<file path="src/rtl/arb_pkg.sv">
// Shared constants for the round-robin select arbiter: sizes, FSM encodings, defaults.
// Timeout feature is enabled by defining ARB_TIMEOUT_EN.
package arb_pkg;

   localparam int unsigned NREQ          = 8;
   localparam int unsigned IDX_W         = 3;
   localparam int unsigned ST_W          = 2;
   localparam int unsigned CNT_W         = 8;
   localparam int unsigned TO_CYCLES_DEF = 64;

   localparam logic [ST_W-1:0] ST_IDLE = 2'd0;
   localparam logic [ST_W-1:0] ST_BUSY = 2'd1;
   localparam logic [ST_W-1:0] ST_GAP  = 2'd2;

   // One-hot decode of a requester index.
   function automatic logic [NREQ-1:0] onehot(input logic [IDX_W-1:0] i);
      return NREQ'(1) << i;
   endfunction

endpackage

</file>
<file path="src/rtl/rr_pick8.sv">
// Combinational rotating-priority picker: first set req bit at or above ptr, wrapping 7 -> 0.
module rr_pick8
   import arb_pkg::*;
(
   input  logic [NREQ-1:0]  req,
   input  logic [IDX_W-1:0] ptr,
   output logic             any,
   output logic [IDX_W-1:0] idx
);

   logic [IDX_W-1:0] pos;

   // Scan from the farthest offset down so the nearest set bit wins last.
   always_comb begin
      any = 1'b0;
      idx = '0;
      pos = '0;
      for (int k = NREQ - 1; k >= 0; k--) begin
         pos = ptr + IDX_W'(k);
         if (req[pos]) begin
            any = 1'b1;
            idx = pos;
         end
      end
   end

endmodule

</file>
<file path="src/rtl/rr_sel_arbiter.sv">
// Round-robin 8-way arbiter with registered index and one-hot select, release turnaround.
// Define ARB_TIMEOUT_EN to add a BUSY watchdog that forces release after TO_CYCLES cycles.
module rr_sel_arbiter
   import arb_pkg::*;
#(
   parameter int unsigned TO_CYCLES = TO_CYCLES_DEF
) (
   input  logic             clk,
   input  logic             rst_n,
   input  logic [NREQ-1:0]  req,
   input  logic             done,
   output logic             gnt_valid,
   output logic [IDX_W-1:0] gnt_idx,
   output logic [NREQ-1:0]  gnt_sel,
   output logic             timeout_err
);

   if (TO_CYCLES < 2 || TO_CYCLES > 256) begin : g_bad_to
      $error("rr_sel_arbiter: TO_CYCLES out of range 2..256");
   end

   logic [ST_W-1:0]  state, state_nxt;
   logic [IDX_W-1:0] ptr, ptr_nxt;
   logic [IDX_W-1:0] gnt_idx_nxt;
   logic             gnt_valid_nxt;
   logic [NREQ-1:0]  gnt_sel_nxt;
   logic             timeout_nxt;
   logic             pick_any;
   logic [IDX_W-1:0] pick_idx;
   logic             owner_rel;
   logic             to_hit;

   rr_pick8 u_pick (
      .req (req),
      .ptr (ptr),
      .any (pick_any),
      .idx (pick_idx)
   );

   assign owner_rel = done | ~req[gnt_idx];

`ifdef ARB_TIMEOUT_EN
   logic [CNT_W-1:0] cnt, cnt_nxt;

   assign to_hit = (cnt == CNT_W'(TO_CYCLES - 1));

   // BUSY cycle counter: cleared on grant, counts every BUSY cycle.
   always_comb begin
      cnt_nxt = cnt;
      if (state == ST_IDLE && pick_any) begin
         cnt_nxt = '0;
      end else if (state == ST_BUSY) begin
         cnt_nxt = cnt + CNT_W'(1);
      end
   end

   always_ff @(posedge clk or negedge rst_n) begin
      if (!rst_n) cnt <= '0;
      else        cnt <= cnt_nxt;
   end
`else
   assign to_hit = 1'b0;
`endif

   always_ff @(posedge clk or negedge rst_n) begin
      if (!rst_n) begin
         state       <= ST_IDLE;
         ptr         <= '0;
         gnt_idx     <= '0;
         gnt_valid   <= 1'b0;
         gnt_sel     <= '0;
         timeout_err <= 1'b0;
      end else begin
         state       <= state_nxt;
         ptr         <= ptr_nxt;
         gnt_idx     <= gnt_idx_nxt;
         gnt_valid   <= gnt_valid_nxt;
         gnt_sel     <= gnt_sel_nxt;
         timeout_err <= timeout_nxt;
      end
   end

   // Next-state and registered-output logic.
   always_comb begin
      state_nxt     = state;
      ptr_nxt       = ptr;
      gnt_idx_nxt   = gnt_idx;
      gnt_valid_nxt = gnt_valid;
      gnt_sel_nxt   = gnt_sel;
      timeout_nxt   = 1'b0;
      case (state)
         ST_IDLE: begin
            if (pick_any) begin
               gnt_idx_nxt   = pick_idx;
               gnt_valid_nxt = 1'b1;
               gnt_sel_nxt   = onehot(pick_idx);
               state_nxt     = ST_BUSY;
            end
         end
         ST_BUSY: begin
            // A normal release on the timeout cycle suppresses the error pulse.
            if (owner_rel || to_hit) begin
               ptr_nxt       = gnt_idx + IDX_W'(1);
               gnt_valid_nxt = 1'b0;
               gnt_sel_nxt   = '0;
               timeout_nxt   = ~owner_rel & to_hit;
               state_nxt     = ST_GAP;
            end
         end
         ST_GAP: begin
            state_nxt = ST_IDLE;
         end
         default: begin
            state_nxt     = ST_IDLE;
            gnt_valid_nxt = 1'b0;
            gnt_sel_nxt   = '0;
         end
      endcase
   end

endmodule

</file>
<file path="config.mk">
export PLATFORM = sky130hd
export DESIGN_NAME = rr_sel_arbiter
export DESIGN_NICKNAME = d
export VERILOG_FILES = /design/src/rtl/arb_pkg.sv /design/src/rtl/rr_pick8.sv /design/src/rtl/rr_sel_arbiter.sv
export SDC_FILE = /design/constraint.sdc
export NUM_CORES = 1
export LEC_CHECK = 0
export ABC_AREA = 1
export ABC_CLOCK_PERIOD_IN_PS = 2100
export BUFFER_PORTS_ARGS = -buffer_cell sky130_fd_sc_hd__buf_4
export CAP_MARGIN = 15
export CORE_ASPECT_RATIO = 0.6
export CORE_MARGIN = 10
export CORE_UTILIZATION = 28
export DETAILED_ROUTE_END_ITERATION = 7
export PLACE_DENSITY = 0.5
export SETUP_SLACK_MARGIN = 0.2
export SLEW_MARGIN = 5
export SYNTH_ARGS = -nofsm -noshare
export SYNTH_HDL_FRONTEND = slang
export SYNTH_SLANG_ARGS = --single-unit
export TNS_END_PERCENT = 20
</file>
<file path="constraint.sdc">
create_clock -name clk -period 2.1 [get_ports clk]
set_clock_uncertainty 0.05 [all_clocks]
set_input_delay 0.21 -clock clk [delete_from_list [all_inputs] [get_ports clk]]
set_output_delay 0.21 -clock clk [all_outputs]
set_load 0.01 [all_outputs]
</file>
# == Word level (Yosys, flattened, before mapping) ==
# Index checks and enable logic that the tools add are counted.
# totals
ff_bits,17
latchBits,0
ramBits,0
rom_bits,0
inputBits,11
output_inout_bits,13
wordCells,78
n_memories,0
# op_classes
n_addsub,8
multipliers,0
div,0
order_cmp,9
n_eq_ne,4
shift,1
mux,43
n_bitwise,3
n_reduce_logical,5
# ops
cell,count
$lt 3x4->1 const B,9
$bmux 1 s3,9
$mux 3,8
$pmux 8 s3,1
$mux 1,19
$mux 8,2
$add 3x3->3 const B,4
$shl 1x3->8 const A,1
$add 3x1->3 const B,2
$add 3x2->3 const B,2
$reduce_and 2->1,3
$mux 2,2
$ne 2x2->1 const B,2
$pmux 2 s2,1
$pmux 1 s3,1
$reduce_and 3->1,1
$eq 2x1->1 const B,1
$eq 2x2->1 const B,1
$logic_not 2->1,1
$not 1->1,2
$or 1x1->1,1

# == Depth between registers and ports, before layout ==
# Gate-level depths: netlist (run 1).
# depth
word_depth,14
depth_mapped,20

# == Hierarchy ==
# From an unflattened synthesis (run 1), not the netlist that was laid out.
# unflattened
hier_cells,233
area_unflattened_um2,1611.5
# modules_own_cells
module,n_inst,cells_each,area_each_um2
rr_sel_arbiter,1,111,872.1
rr_pick8,1,122,739.5

# == Worst setup path before layout (run 1) ==
# OpenSTA, ideal clock, no wires.
# synth_path
kind,register to register
startpoint,register ptr[1]
endpoint,register gnt_sel[3]
arrival_ns,2.064
t_required_ns,1.985
slack_ns,-0.079
path_stages_with_launch,21
n_path_buf,1
period_less_slack_ns,2.179
cell_sequence,dfrtp_1 -> inv_2 -> ha_1 -> buf_2 -> inv_1 -> nand3_1 -> nand3_1 -> nand2_2 -> inv_2 -> nand2_1 -> nand2_1 -> nand2_1 -> nand2_1 -> nand2_1 -> nand2_1 -> nand2_1 -> nand2_2 -> inv_2 -> nor2_2 -> nand2_1 -> nand2_1
# synth_via
elab_chain_len,14
elab_cells_between_ends,44
cone_classes,add/sub (7); eq/ne (1); shift (1); mux (34); reduce/logical (1)
# synth_rtl
item,line,text
"start, declared",rr_sel_arbiter.sv:23,"logic [IDX_W-1:0] ptr, ptr_nxt;"
"start signal, assigned",rr_sel_arbiter.sv:75,ptr <= ptr_nxt;
$add 3x3->3,rr_pick8.sv:19,pos = ptr + IDX_W'(k);
$bmux 1 s3,rr_pick8.sv:20,if (req[pos]) begin
$mux 1 (not written as such),rr_pick8.sv:20,
$mux 3 (8 in a row),rr_pick8.sv:20,
$shl 1x3->8,arb_pkg.sv:17,return NREQ'(1) << i;
$mux 8,rr_sel_arbiter.sv:93,if (pick_any) begin
$pmux 8 s3,rr_sel_arbiter.sv:91,case (state)
"end signal, assigned",rr_sel_arbiter.sv:78,gnt_sel <= gnt_sel_nxt;
"end, declared",rr_sel_arbiter.sv:14,"output logic [NREQ-1:0] gnt_sel,"
# Several ways; a longest one is shown, not always the timed one. The select of a mux whose other input is x is not followed.
# A chain may end at the register's enable or synchronous reset.

# == Final worst setup path (run 1) ==
# layout_path
startpoint,register ptr[0]
endpoint,register gnt_sel[7]
# Same word-level chain as after synthesis.

==> results of run 1 <==
==> synthesized netlist by cell type, drive strengths merged <==
cell type,number
nand2,101
nand3,40
inv,28
dfrtp,17
nor2,16
o21ai,10
a21oi,6
buf,4
ha,3
nor3,3
o211ai,2
o21bai,2
a31oi,1
clkinv,1
conb,1
nand3b,1
or2,1
xnor2,1
==> cell usage in the layout, fill, tap and decap left out, types with 5 or more instances in the layout <==
| master | netlist | layout |
|---|---|---|
| buf_4 | 2 | 41 |
| inv_2 | 7 | 6 |
| nand2_1 | 88 | 82 |
| a21oi_1 | 6 | 5 |
| nor2_1 | 14 | 13 |
| nand3_1 | 37 | 22 |
| inv_1 | 20 | 18 |
| nand2_4 | 2 | 5 |
| nand2_2 | 11 | 14 |
| nand3_4 | 1 | 7 |
| nand3_2 | 2 | 11 |
| o21ai_0 | 10 | 9 |
| dfrtp_1 | 17 | 16 |
==> per-layer routing <==
metal / wire (um) / share of wire / track usage
met5: 0 / 0 / 0
met4: 14 / 0.0030 / 0.0112
met3: 363 / 0.079 / 0.0346
met2: 1660 / 0.36 / 0.127
met1: 2580 / 0.56 / 0.177
==> timing repair <==
action                                  CTS  global route
buffers inserted                          3             0
gates resized for setup                  11            18
endpoints found under the setup margin   13            13
hold buffers                              1             0
endpoints found under the hold margin    17             0
pin swaps                                 6             6
==> per-stage QoR <==
stage / worst slack [ns] / instance area, sq um / utilization / TNS, ns / hold WS [ns]
2_1_floorplan: 0.115 / 1600 / - / 0 / -0.136
3_3_place_gp: -0.0760 / 1950 / 0.383 / -0.302 / 0.0452
3_5_place_dp: -0.0773 / 1950 / 0.383 / -0.342 / 0.0382
4_1_cts: 0.000137 / 2080 / 0.408 / 0 / 0.301
5_1_grt: -0.243 / 2160 / 0.423 / -2.63 / 0.309
6_report: -0.0297 / 2160 / 0.423 / -0.0828 / 0.292
==> cells by family (layout without fill, tap and decap cells) <==
family                     Yosys count  after routing
adders and majority gates            3              3
DFF                                 17             17
and+or+nand+nor                    162            162
xor gates and xnor gates             1              1
other                                1              1
buffers and inverters               33             77
AOI/OAI and AO/OA                   21             21
==> worst register-to-register path, cell delays in order, from the launching register on <==
cell,delay (ns)
dfrtp_1,0.41
inv_2,0.08
ha_4,0.36
nand3_2,0.14
nand3_2,0.12
nand3_2,0.10
nand2_1,0.08
nand2_1,0.05
nand2_1,0.05
nand2_1,0.05
nand2_1,0.06
nand2_1,0.04
nand2_1,0.07
nand2_2,0.10
nand2_4,0.11
inv_2,0.04
nand2_1,0.06
nand2_1,0.05
==> final timing paths <==
path,endpoint,slack [ns],from,cells past startpoint
min,gnt_sel[5],0.29,rst_n,2
min in group clk,state[1],0.37,done,4
max,gnt_sel[7],-0.03,ptr[0],17
min reg2reg,gnt_sel[2],0.43,gnt_sel[2],2
max in group asynchronous,ptr[1],1.50,rst_n,2
max reg2reg,gnt_sel[7],-0.03,ptr[0],17
==> final cells by class <==
cell class              count  area (sq um)
well taps                  66          82.6
inverters                  29           125
clock buffers               3          41.3
repair buffers             44           349
fillers                   540          2950
multi-input cells         188          1120
flip-flops and latches     17           427
clock inverters             1          7.51
==> state kept, by name (all words and copies together) (netlist names) <==
name / flops
ptr: 3
gnt_sel: 8
state: 2
gnt_valid: 1
gnt_idx: 3
==> metrics, run 1 <==
status finished with violations; failing checks negative setup slack; vias in the first global route 1519; synth top area cells dfrtp_1 (28%), nand2_1 (22%), nand3_1 (12%); syn_area_per_cell 6.29 sq um; critical path, cell by cell inv_2 > ha_4 > nand3_2 > nand3_2 > nand3_2 > nand2_1 > nand2_1 > nand2_1 > nand2_1 > nand2_1 > nand2_1 > nand2_1 > nand2_2 > nand2_4 > inv_2 > nand2_1 > nand2_1; Initial DRC Count 83; Unique masters post-synth 29; most frequent CP cell nand2_1; ANT cells 0; H-Tree Depth 1; Die Height 76.6 um; CTS tree yes; period utilisation layout 1.01; crit end category register; TritonRoute pass-1 iters 4; CTS root buffer clkbuf_8; GRT Resource Usage Total 0.108; GPL Wtd Cong 0.870; max_cap viols 0; Clock Latency Late Sink 0.26 ns; core area 5100 sq um; Setup WS post-layout -0.0297 ns; adder-cell share of the synthesized area 0.0251; Post-Layout Cell Count 348; worst-path maximum fanout 6; critical path buffer and inverter count 2; crit path DAT 2.24 ns; cell taking the most area after synthesis dfrtp_1; DR WL/cell 13.3 um; fmax 0.470 GHz; Final Critical Period 2.13 ns; crit start category register; Detail Placement HPWL 3820 um; clk sinks 17; final setup vio count 6; largest net degree at the start of global routing 18; Slew Limit Fails 0; RSZ-0062 raised after global routing yes; Core Rows 20; critical path data required time 2.21 ns; DIE AREA 8760 sq um; mapped cell area 1500 sq um; Net Count, Synth 252; Synth Area in Simple Gates 0.503; Area Growth Syn to Fin 44.1%; Inst Count DP 340; Yosys warnings 0; initial antenna violation count 0; Die X 114 um; number of nets in the layout 297; CTS Buffer Depth 2; post-synthesis mux area share 0; largest family of logic cells by synthesized area simple AND/OR/NAND/NOR gates; Total Wirelength 4610 um; CTS buffer count 3; first-pass GRT wire length 7810 um; Compound-Gate Fraction of Synth Area 0.0828; Crit-path slowest cell dfrtp_1; post-synthesis sequential area ratio 0.284; Worst Hold Class in2async; max incr delay on CP 0.41 ns; drt drc 0; gate count after technology mapping 238; via count 1594; top cell type's share of synthesized area 0.284; total grt overflow 0; Setup CP Type reg2reg; I/O Buffers 22; Final ANT Viol Nets 0; Largest delay share family, worst path simple AND/OR/NAND/NOR gates; share of cells above drive strength 1 0.383; clock slew at reported path FFs 0.08 ns; Final Hold Viols 0; I/O Pins 24; vias per cell 4.58; Starting Density 0.293; flops & latches, synth 17; Post-Synth XOR/XNOR Area 0.00585
Power of run 1 is left out: the tool's default activity adds up to more than one toggle a clock period on the data nets, which glitch-free logic cannot reach.
==> inputs of run 2 (changes only) <==
ABC_CLOCK_PERIOD_IN_PS = 2300   (was 2100)
PLACE_DENSITY = 0.48   (was 0.5)
clock period = 2.3 ns   (was 2.1 ns; I/O delays follow)
==> metrics, run 2 (same netlist as run 1, synthesis figures left out) <==
core area 5100 sq um; largest net degree at the start of global routing 18; period utilisation layout 0.910; I/O Pins 24; Die X 114 um; final setup vio count 0; drt drc 0; Fill cells 557; Starting Density 0.293; Die Height 76.6 um; Final Util 0.407; max incr delay on CP 0.40 ns; first-pass GRT wire length 7720 um; reg-to-reg endpoint gnt_sel[4]; RSZ-0062 raised after global routing yes; reg-to-reg setup timing slack 0.21 ns; crit path DAT 2.23 ns; most frequent CP cell nand2_1; critical path, cell by cell buf_6 > buf_4 > nand2_1 > nand3_1 > nand3_1 > nand2_2 > a21oi_1 > nand3_1 > nand2_1 > nand2_1 > nand2_1 > nand2_2 > nand2_4 > nand2_1 > o21bai_2; clk sinks 17; clock slew at reported path FFs 0.07 ns; Final ANT Viol Nets 0; most frequent cells in the layout nand2_1 (80), buf_4 (32), nand3_1 (22); vias per cell 4.70; Top reg by flops gnt_sel; Slew Limit Fails 0; H-Tree Depth 1; TritonRoute pass-1 iters 4; total grt overflow 0; crit start category register; Largest register FFs 8; Core Rows 20; status finished, final reports clean; critical path data required time 2.44 ns; DIE AREA 8760 sq um; Total Wirelength 4750 um; initial antenna violation count 0; total negative slack 0 ns; DP Worst Slack 0.0854 ns; hold_ws 0.314 ns; Detail Placement HPWL 3770 um; I/O Buffers 22; CTS buffer count 3; Clock Latency Late Sink 0.26 ns; worst-path maximum fanout 7; CTS Buffer Depth 2; DR WL/cell 13.9 um; CP startpoint ptr[0]; Area Growth Syn to Fin 38.8%; number of nets in the layout 290; via count 1604; Initial DRC Count 97; Setup CP Type reg2reg; Final Hold Viols 0; commonest non-fill, non-tap cell in the layout nand2_1; max_cap viols 0; biggest regs gnt_sel: 8 flops, gnt_idx: 3 flops, ptr: 3 flops; crit end category register; share of cells above drive strength 1 0.367; Final Critical Period 2.09 ns; worst reg2reg path depth 15; ANT cells 0; CTS tree yes; Setup WS post-layout 0.208 ns; Crit-path slowest cell dfrtp_1; Worst Hold Class in2async; FF-to-FF Start ptr[0]; vias in the first global route 1525; CTS root buffer clkbuf_8; GPL Wtd Cong 0.910; GRT Resource Usage Total 0.107; fmax 0.478 GHz
[run 2: changes by cell type in the layout (fill, tap and decap cells not counted), sizes merged]
| cell | change |
|---|---|
| clkinv | +1 |
| clkinvlp | -1 |
| buf | -7 |
[run 2: critical path, delay by kind of cell, from the launching register on]
kind                   cells  cell delay [ns]
buffers and inverters      2             0.29
and+or+nand+nor           11             1.02
DFF                        1             0.40
AOI/OAI and AO/OA          2             0.25
[run 2: worst max path at each step]
stage                  to  cells past startpoint  slack, ns
3_3_place_gp   gnt_sel[7]                     19       0.11
6_report       gnt_sel[4]                     15       0.21
2_1_floorplan  gnt_sel[3]                     20       0.21
4_1_cts        gnt_idx[0]                     19       0.19
3_5_place_dp   gnt_sel[7]                     19       0.09
5_1_grt        gnt_sel[2]                     18       0.05
[run 2: metrics by stage]
step	area, sq um	std cells
after floorplan	1500	238
after global placement	1770	329
after detailed placement	1770	329
after CTS	1910	339
after global routing	2080	341
final	2080	341
[run 2: repair_timing]
item,CTS,global route
pin swaps,3,12
hold endpoints to repair,17,0
resized for setup,10,37
setup buffers,5,2
endpoints found under the setup margin,11,13
hold buffers,1,0
[run 2: cell type report]
type / count / area, sq um / share of cell area
Tap cell: 66 / 82.6 / 0.0398
Timing Repair Buffer: 37 / 295 / 0.142
Clock buffer: 3 / 41.3 / 0.0199
Sequential cell: 17 / 427 / 0.205
Multi-Input combinational cell: 188 / 1100 / 0.531
Clock inverter: 1 / 5.00 / 0.00241
Inverter: 29 / 123 / 0.0590
[run 2: per-layer routing]
metal  routed length (um)  track usage  up-vias
li1                     -            -      830
met1                 2610        0.173      714
met2                 1730        0.133       58
met3                  401       0.0307        2
met4                   10       0.0112        0
met5                    0            0        -
Power of run 2 is left out for the same reason.
